### src/rtl/pipe_elastic_3.sv
// Three-stage elastic pipeline with valid/ready handshake and synchronous flush.
// Latency: a word accepted on one edge is on q3 after the second following edge.
// Backpressure: ready ripples combinationally from out_ready; stages fill while stalled.
// Optional feature macro: PIPE_ELASTIC_OCC_EN adds a registered 2-bit occupancy output occ.
module pipe_elastic_3 #(
  parameter int WIDTH = 8
) (
  input  logic             clk,
  input  logic             rst_n,
  input  logic [WIDTH-1:0] d,
  input  logic             in_valid,
  output logic             in_ready,
  input  logic             flush,
  output logic [WIDTH-1:0] q3,
  output logic             out_valid,
  input  logic             out_ready
`ifdef PIPE_ELASTIC_OCC_EN
  ,
  output logic [1:0]       occ
`endif
);

  logic             s1_vld_q, s2_vld_q, s3_vld_q;
  logic             s1_vld_d, s2_vld_d, s3_vld_d;
  logic [WIDTH-1:0] s1_dat_q, s2_dat_q, s3_dat_q;
  logic [WIDTH-1:0] s1_dat_d, s2_dat_d, s3_dat_d;
  logic             en1, en2, en3;

  // Load enables: a stage may load when empty or when its content moves on this cycle.
  always_comb begin
    en3      = !s3_vld_q || out_ready;
    en2      = !s2_vld_q || en3;
    en1      = !s1_vld_q || en2;
    in_ready = !flush && en1;
  end

  // Next-state for valid bits and data; data only moves with a valid word so
  // empty stages keep their last contents.
  always_comb begin
    s1_vld_d = s1_vld_q;
    s2_vld_d = s2_vld_q;
    s3_vld_d = s3_vld_q;
    s1_dat_d = s1_dat_q;
    s2_dat_d = s2_dat_q;
    s3_dat_d = s3_dat_q;
    if (flush) begin
      s1_vld_d = 1'b0;
      s2_vld_d = 1'b0;
      s3_vld_d = 1'b0;
    end else begin
      if (en3) begin
        s3_vld_d = s2_vld_q;
        if (s2_vld_q) s3_dat_d = s2_dat_q;
      end
      if (en2) begin
        s2_vld_d = s1_vld_q;
        if (s1_vld_q) s2_dat_d = s1_dat_q;
      end
      if (en1) begin
        s1_vld_d = in_valid;
        if (in_valid) s1_dat_d = d;
      end
    end
  end

  // Stage registers; reset clears both valid bits and data.
  always_ff @(posedge clk or negedge rst_n) begin
    if (!rst_n) begin
      s1_vld_q <= 1'b0;
      s2_vld_q <= 1'b0;
      s3_vld_q <= 1'b0;
      s1_dat_q <= '0;
      s2_dat_q <= '0;
      s3_dat_q <= '0;
    end else begin
      s1_vld_q <= s1_vld_d;
      s2_vld_q <= s2_vld_d;
      s3_vld_q <= s3_vld_d;
      s1_dat_q <= s1_dat_d;
      s2_dat_q <= s2_dat_d;
      s3_dat_q <= s3_dat_d;
    end
  end

  assign out_valid = s3_vld_q;
  assign q3        = s3_dat_q;

`ifdef PIPE_ELASTIC_OCC_EN
  logic [1:0] occ_q, occ_d;

  // Occupancy follows the next valid bits so it changes on the same edge.
  always_comb begin
    occ_d = {1'b0, s1_vld_d} + {1'b0, s2_vld_d} + {1'b0, s3_vld_d};
  end

  // Occupancy register.
  always_ff @(posedge clk or negedge rst_n) begin
    if (!rst_n) occ_q <= 2'd0;
    else        occ_q <= occ_d;
  end

  assign occ = occ_q;
`endif

endmodule

### config.mk
export PLATFORM = sky130hd
export DESIGN_NAME = pipe_elastic_3
export DESIGN_NICKNAME = d
export VERILOG_FILES = /design/src/rtl/pipe_elastic_3.sv
export SDC_FILE = /design/constraint.sdc
export NUM_CORES = 1
export LEC_CHECK = 0
export CAP_MARGIN = 20
export CORE_UTILIZATION = 40
export CTS_CLUSTER_DIAMETER = 30
export DETAILED_ROUTE_END_ITERATION = 7
export PLACE_DENSITY = 0.67
export SYNTH_ARGS = -nofsm -noshare
export SYNTH_HDL_FRONTEND = slang
export SYNTH_SLANG_ARGS = --single-unit
### constraint.sdc
create_clock -name clk -period 1.75 [get_ports clk]
set_input_delay 0.4375 -clock clk [delete_from_list [all_inputs] [get_ports clk]]
set_output_delay 0.4375 -clock clk [all_outputs]
set_load 0.005 [all_outputs]
# Word level (Yosys, flattened, before mapping)
# Cells that the tools add are included.
[word_totals]
word_cells = 27
inputBits = 13
output_inout_bits = 10
register_bits = 27
[op_classes]
n_bitwise = 1
reduce_logical = 14
mux = 6
[ops]
columns = ["operator", "n"]
rows = [
  ["AND reduction 3 bit", 3],
  ["2-to-1 mux 1 bit", 6],
  ["nonzero test 2 bit", 3],
  ["logical NOT 1 bit", 4],
  ["logical OR 1 bit", 3],
  ["logical AND 1 bit", 1],
  ["NOT 1 bit", 1],
]

# Depth between registers and ports, before layout
# Gate-level depths: netlist of the first run.
[depth]
depth_word = 6
mapped_depth = 4
depth_no_buf = 3

# Worst setup path before layout of the first run
# No wires, ideal clock.
[synth_path]
kind = "reg-to-reg"
startpoint = "register s3_vld_q (netlist: out_valid)"
endpoint = "register s3_dat_q[0] (netlist: q3[0])"
synth_period_minus_slack_ns = 1.431
setup_ns = 0.125
stages_incl_launch_ff = 5
path_buffers = 1
arrival_ns = 1.306
t_required_ns = 1.625
setup_slack_ns = 0.319
path_cell_list = "dfrtp_1 -> nor2b_4 -> or3b_1 -> buf_6 -> mux2_4"
[synth_between]
elab_chain_len = 3
[synth_rtl]
columns = ["element", "line_no", "rtl"]
rows = [
  ["from (decl)", "23", "logic s1_vld_q, s2_vld_q, s3_vld_q;"],
  ["from (signal assigned)", "78", "s3_vld_q <= s3_vld_d;"],
  ["logical NOT 1 bit", "31", "en3 = !s3_vld_q || out_ready;"],
  ["logical OR 1 bit", "31", ""],
  ["AND reduction 3 bit (no source line)", "n/a", ""],
  ["to (signal assigned)", "81", "s3_dat_q <= s3_dat_d;"],
  ["to (decl)", "25", "logic [WIDTH-1:0] s1_dat_q, s2_dat_q, s3_dat_q;"],
]
# No other way between the ends.
# A chain may end at the register's enable or synchronous reset.

# Worst setup path after layout of the first run
[layout_path]
startpoint = "input port out_ready"
endpoint = "output port in_ready"
[layout_between]
elab_chain_len = 4
[layout_rtl]
columns = ["element", "line_no", "rtl"]
rows = [
  ["from (decl)", "16", "input logic out_ready"],
  ["logical OR 1 bit", "31", ""],
  ["logical OR 1 bit", "32", "en2 = !s2_vld_q || en3;"],
  ["logical OR 1 bit", "33", "en1 = !s1_vld_q || en2;"],
  ["logical AND 1 bit", "34", "in_ready = !flush && en1;"],
  ["to (decl)", "12", "output logic in_ready,"],
]
# No other way between the ends.

==> impl_metrics.ini, run 1 <==
[synth]
yosysTopAreaCellShare_pct = 62.43
synth.yosys.warnings = 0
yosys.area.top_type = sky130_fd_sc_hd__dfrtp_1
postSynth.topFlopCell = sky130_fd_sc_hd__dfrtp_1
synth_enable_flop_cells = 0
synth.area.top_cells = sky130_fd_sc_hd__dfrtp_1, sky130_fd_sc_hd__mux2_2, sky130_fd_sc_hd__mux2_4, sky130_fd_sc_hd__buf_6, sky130_fd_sc_hd__nor2b_4
postSynth.asyncResetShare_pct = 100.0
synth_area_per_cell_um2 = 16.40
sequential_share_of_the_synthesized_area_pct = 62.43
synth_seq_cells = 27
post_synthesis_net_count = 79
netlist_top_cells_count = sky130_fd_sc_hd__dfrtp_1, sky130_fd_sc_hd__mux2_2, sky130_fd_sc_hd__mux2_4
distinct_cell_type_count_of_the_synthesized_netlist = 13
syn-cell-area_um2 = 1082
post_synth_inst_count = 66
synthMostInstantiatedCell = sky130_fd_sc_hd__dfrtp_1

[clocking]
clkLatencyLatePin_ns = 0.32
worst_setup_hold_path_clk_slew_ns = 0.14
clk_root_buffer_cell = sky130_fd_sc_hd__clkbuf_4
ctsHoldBuffers = 0
clk_path_buf_depth = 2
cts_inserted_buffers = 3
clock_tree_from_tritoncts = yes
cts_sinks = 27
cts.htree.levels = 1

[sta]
clock.fmax_mhz = 577.6
relSlewSlack_pct = 77.47
whs_ns = 0.4692
tightest_slew_ns = 0.3380
setup-violations-final = 0
finalHoldViolations = 0
worst_clock_skew_ns = 0.009239
total_count_of_max_transition_violations_in_the_final_report = 0
post-route-min-period_ns = 1.731
smallest_setup_slack_after_layout_ns = 0.01873
layout_worst_path_cycle_share_pct = 98.93

[global_routing]
grt_antenna_before_repair = 0
overflow = 0
gr-usage-all-layers_pct = 14.35
grt_max_degree = 28
vias_in_the_first_global_route = 644
grt_first_pass_wirelength_um = 2884

[worst_setup_path]
crit_slowest_cell = sky130_fd_sc_hd__dlygate4sd2_1
cp_cell_sequence = clkdlybuf4s15_1 > nand4b_1 > nor2b_1 > dlygate4sd2_1
crit_path_end_kind = primary output
cp_max_fo = 2
crit_path_max_incr_delay_ns = 0.26
rr_worst_depth = 5
critPathRequiredTime_ns = 1.31
timing.critical_path.arrival_ns = 1.29
r2r-start = out_valid$_DFFE_PN0P_
critical_path_class = input pin to primary output
rr_endpoint = q3[2]$_DFFE_PN0P_
r2r_setup_slack_ns = 0.14
cp-start-kind = input pin

[detailed_routing]
post-route-drc-count = 0
drt_pass1_iterations = 2
first_iter_violations = 1
postRouteWirelength_um = 1767
vias_per_cell = 4.847
via_total_after_detailed_routing = 635
drt-wirelength-per-cell_um = 13.49
antenna_left = 0

[hold_path]
hold_path.class = input pin to asynchronous set/reset pin

[placed_design]
dp_hpwl_um = 1221
detailedPlace.worstSlack_ns = -0.4350
buffer_ports.inserted = 22
dpl.cell_count = 123
finalWeightedCongestion = 0.6821

[floorplanning]
placement_rows = 18
floorplan.die_area_um2 = 2918
die_y_um = 54.02
start_util_pct = 42.91
boundaryPins = 23
core_area_um2 = 2522
die_span_x_um = 54.02

[power]
power.ir.vdd_worst_mv = 0.8003
total_leakage_power_nw = 0.6715
powerDensity_nw_per_um2 = 1094

[final_layout]
antennaDiodeCount = 0
nets = 115
drive_above_1_share_pct = 39.60
final-instance-count-excl-fill = 131
area_growth_pct = 31.79

[flow_run]
max_cap_violations = 0

[run_status]
status = finished clean
cells in the final DEF (no fill, tap or decap), drive strengths merged:
cell and n:
a21oi 2, nor2b 2, nand3b 1, inv 2
clkdlybuf4s50 18, buf 11, nor2 3, mux2 24
dfrtp 27, dlygate4sd2 2, a211o 1, or3b 1
dlymetal6s2s 1, clkdlybuf4s15 1, clkbuf 4, nand4b 1
sequential cells by signal, summed over array words and instances, names as in the netlist:
name,cells
q3,8
s1_dat_q,8
s2_dat_q,8
out_valid,1
s1_vld_q,1
s2_vld_q,1
through the flow:
stage	cell area (um^2)	utilization (%)	setup TNS (ns)	power [mW]
6_report	1426	56.55	0	1.560
2_1_floorplan	1082	-	0	1.075
4_1_cts	1416	56.15	0	1.585
5_1_grt	1426	56.55	-0.02483	1.665
3_3_place_gp	1370	54.32	-4.854	1.304
3_5_place_dp	1370	54.32	-5.328	1.322
routing by layer:
layer	share of wire [%]	wire, um	track usage [%]	vias up
met5	0	0	0	-
met4	0.85	15	2.564	0
met3	4.8	84	5.367	2
met2	53	933	24.90	11
met1	41	733	17.03	319
li1	-	-	-	303
power breakdown:
| group | switching, mW | internal, mW |
|---|---|---|
| sequential | 0.0828 | 0.782 |
| combinational | 0.105 | 0.330 |
| clock | 0.170 | 0.0891 |
| total | 0.359 | 1.20 |
logic make-up (layout without fill, tap and decap cells):
family | after synthesis | in the layout | share of synthesized area [%]
compound gates | 3 | 3 | 1.850
mux | 24 | 24 | 27.75
buf+inv | 4 | 39 | 2.775
flops | 27 | 27 | 62.43
simple gates | 8 | 8 | 5.203
layout make-up:
class                   count  area (um^2)
repair buffers             33        302.8
clock buffers               4        26.28
fillers                   220         1096
multi-input cells          35        376.6
inverters                   2        7.507
flip-flops and latches     27        675.6
well taps                  30        37.54
repair_timing:
item	4_1_cts	5_1_grt
setup endpoints to repair	1	2
buffers inserted	3	1
pin swaps	0	0
resized for setup	4	1
how the worst max path moves through the flow:
| stage | start | to | depth (start not counted) | slack [ns] |
|---|---|---|---|---|
| finish | out_ready | in_ready | 4 | 0.02 |
| floorplan | out_valid$_DFFE_PN0P_ | q3[0]$_DFFE_PN0P_ | 4 | 0.32 |
| detailed placement | out_ready | in_ready | 4 | -0.44 |
| CTS | out_valid$_DFFE_PN0P_ | out_valid | 2 | 0.0007 |
| global route | out_ready | in_ready | 4 | -0.02 |
| global placement | out_ready | in_ready | 4 | -0.43 |
critical path: cells and delay by family:
kind          cells  cell delay, ns
simple gates      2            0.38
buf+inv           2            0.48
No activity file was read; power rests on OpenSTA's default activity.
==> inputs of run 2 (changes only) <==
CORE_ASPECT_RATIO = 1.2   (was unset)
GPL_TIMING_DRIVEN = 1   (was unset)
clock period = 2 ns   (was 1.75 ns; I/O delays follow)
==> run 2 against run 1 <==
Compared with the run above:
- non-clock buffer count shrank 5
- largest cell class unchanged
- critical path type unchanged
- die area is essentially flat
- critical endpoint unchanged
- largest power group unchanged
- setup slack gained 0.13 ns
==> impl_metrics.ini, run 2 (synthesized netlist as in run 1, its figures left out) <==
[clocking]
clk_path_buf_depth = 2
worst_setup_hold_path_clk_slew_ns = 0.13
cts.htree.levels = 1
clkLatencyLatePin_ns = 0.32
cts_sinks = 27
cts_inserted_buffers = 3
clk_root_buffer_cell = sky130_fd_sc_hd__clkbuf_4
clock_tree_from_tritoncts = yes

[global_routing]
grt_first_pass_wirelength_um = 2704
overflow = 0
vias_in_the_first_global_route = 576
grt_antenna_before_repair = 0
gr-usage-all-layers_pct = 12.82
grt_max_degree = 28

[final_layout]
num-fill-cells = 232
antennaDiodeCount = 0
mostFrequentLayoutCells = sky130_fd_sc_hd__dfrtp_1, sky130_fd_sc_hd__clkdlybuf4s50_1, sky130_fd_sc_hd__mux2_2, sky130_fd_sc_hd__mux2_4, sky130_fd_sc_hd__buf_4
most_common_library_cell_in_the_layout_ignoring_fill_and_taps = sky130_fd_sc_hd__dfrtp_1
nets = 110
drive_above_1_share_pct = 37.50
finish.utilization_pct = 55.00
area_growth_pct = 29.71
postLayoutCellArea_um2 = 1404
final-instance-count-excl-fill = 129

[sta]
setup_total_negative_slack_ns = 0
tightest_slew_ns = 0.3405
setup_repair_after_global_routing_missed_its_margin = no
setup-violations-final = 0
total_count_of_max_transition_violations_in_the_final_report = 0
smallest_setup_slack_after_layout_ns = 0.1509
finalHoldViolations = 0
whs_ns = 0.5178
post-route-min-period_ns = 1.849
relSlewSlack_pct = 77.30
clock.fmax_mhz = 540.8
layout_worst_path_cycle_share_pct = 92.45
worst_clock_skew_ns = 0.006035

[floorplanning]
die_span_x_um = 49.49
core_area_um2 = 2552
boundaryPins = 23
floorplan.die_area_um2 = 2919
start_util_pct = 42.40
placement_rows = 20
die_y_um = 58.98

[detailed_routing]
drt-wirelength-per-cell_um = 12.52
via_total_after_detailed_routing = 608
drt_pass1_iterations = 2
vias_per_cell = 4.713
post-route-drc-count = 0
postRouteWirelength_um = 1615
antenna_left = 0
first_iter_violations = 7

[worst_setup_path]
cp_max_fo = 2
crit_path_end_kind = primary output
timing.critical_path.arrival_ns = 1.35
critical_path_class = input pin to primary output
critPathRequiredTime_ns = 1.50
critPathLaunch = out_ready
cp-start-kind = input pin
r2r-start = out_valid$_DFFE_PN0P_

[power]
total_leakage_power_nw = 0.6376
finalPower_mw = 1.366
power.ir.vdd_worst_mv = 0.4660
powerDensity_nw_per_um2 = 973.2

[hold_path]
hold_path.class = register to register
hold_path.startpoint = s1_dat_q[7]$_DFFE_PN0P_

[placed_design]
buffer_ports.inserted = 22
finalWeightedCongestion = 0.6774
dp_hpwl_um = 1153
dpl_cell_area_um2 = 1371
dpl.cell_count = 124
detailedPlace.worstSlack_ns = -0.3275

[flow_run]
max_cap_violations = 0

[run_status]
status = finished clean
run 2: path summary, 6_finish.rpt:
check	to	slack (ns)	cells after the start
setup / recovery	in_ready	0.15	4
hold / removal	s1_dat_q[7]$_DFFE_PN0P_	0.52	1
setup reg to reg	q3[2]$_DFFE_PN0P_	0.48	4
hold reg to reg	s1_dat_q[7]$_DFFE_PN0P_	0.52	1
max in group asynchronous	q3[4]$_DFFE_PN0P_	1.21	2
min in group asynchronous	q3[6]$_DFFE_PN0P_	0.53	2
run 2: area by class of cell:
class | instances | area, um^2 | share of cell area (%)
sequential | 27 | 675.6 | 48.13
multi-input combinational | 35 | 376.6 | 26.83
tap | 33 | 41.29 | 2.941
inverter | 2 | 7.507 | 0.5348
timing repair buffer | 28 | 275.3 | 19.61
clock buffer | 3 | 22.52 | 1.604
clock inverter | 1 | 5.005 | 0.3565
run 2: metal layers:
layer	vias to the layer above	share of wire, %	track usage [%]
met2	10	50	18.98
li1	292	-	-
met3	4	2.3	2.308
met5	-	0	0
met1	302	46	17.34
met4	0	1.8	8.571
run 2: power breakdown:
part           switching (mW)  internal, mW  leakage [nW]  total, mW
Combinational          0.0883         0.288         0.293      0.376
Sequential             0.0752         0.685         0.327      0.760
Clock                   0.155        0.0750        0.0177      0.230
Total                   0.319          1.05         0.638       1.37
run 2: worst max-delay path: stages:
cell and delay (ns):
sky130_fd_sc_hd__dlygate4sd2_1 0.26, sky130_fd_sc_hd__nand4b_1 0.19, sky130_fd_sc_hd__nor2b_1 0.14, sky130_fd_sc_hd__dlygate4sd2_1 0.25
run 2: what timing repair did:
action	4_1_cts	5_1_grt
hold buffers	0	0
resized for setup	2	0
setup buffers	1	0
endpoints found under the setup margin	1	0
hold endpoints to repair	0	0
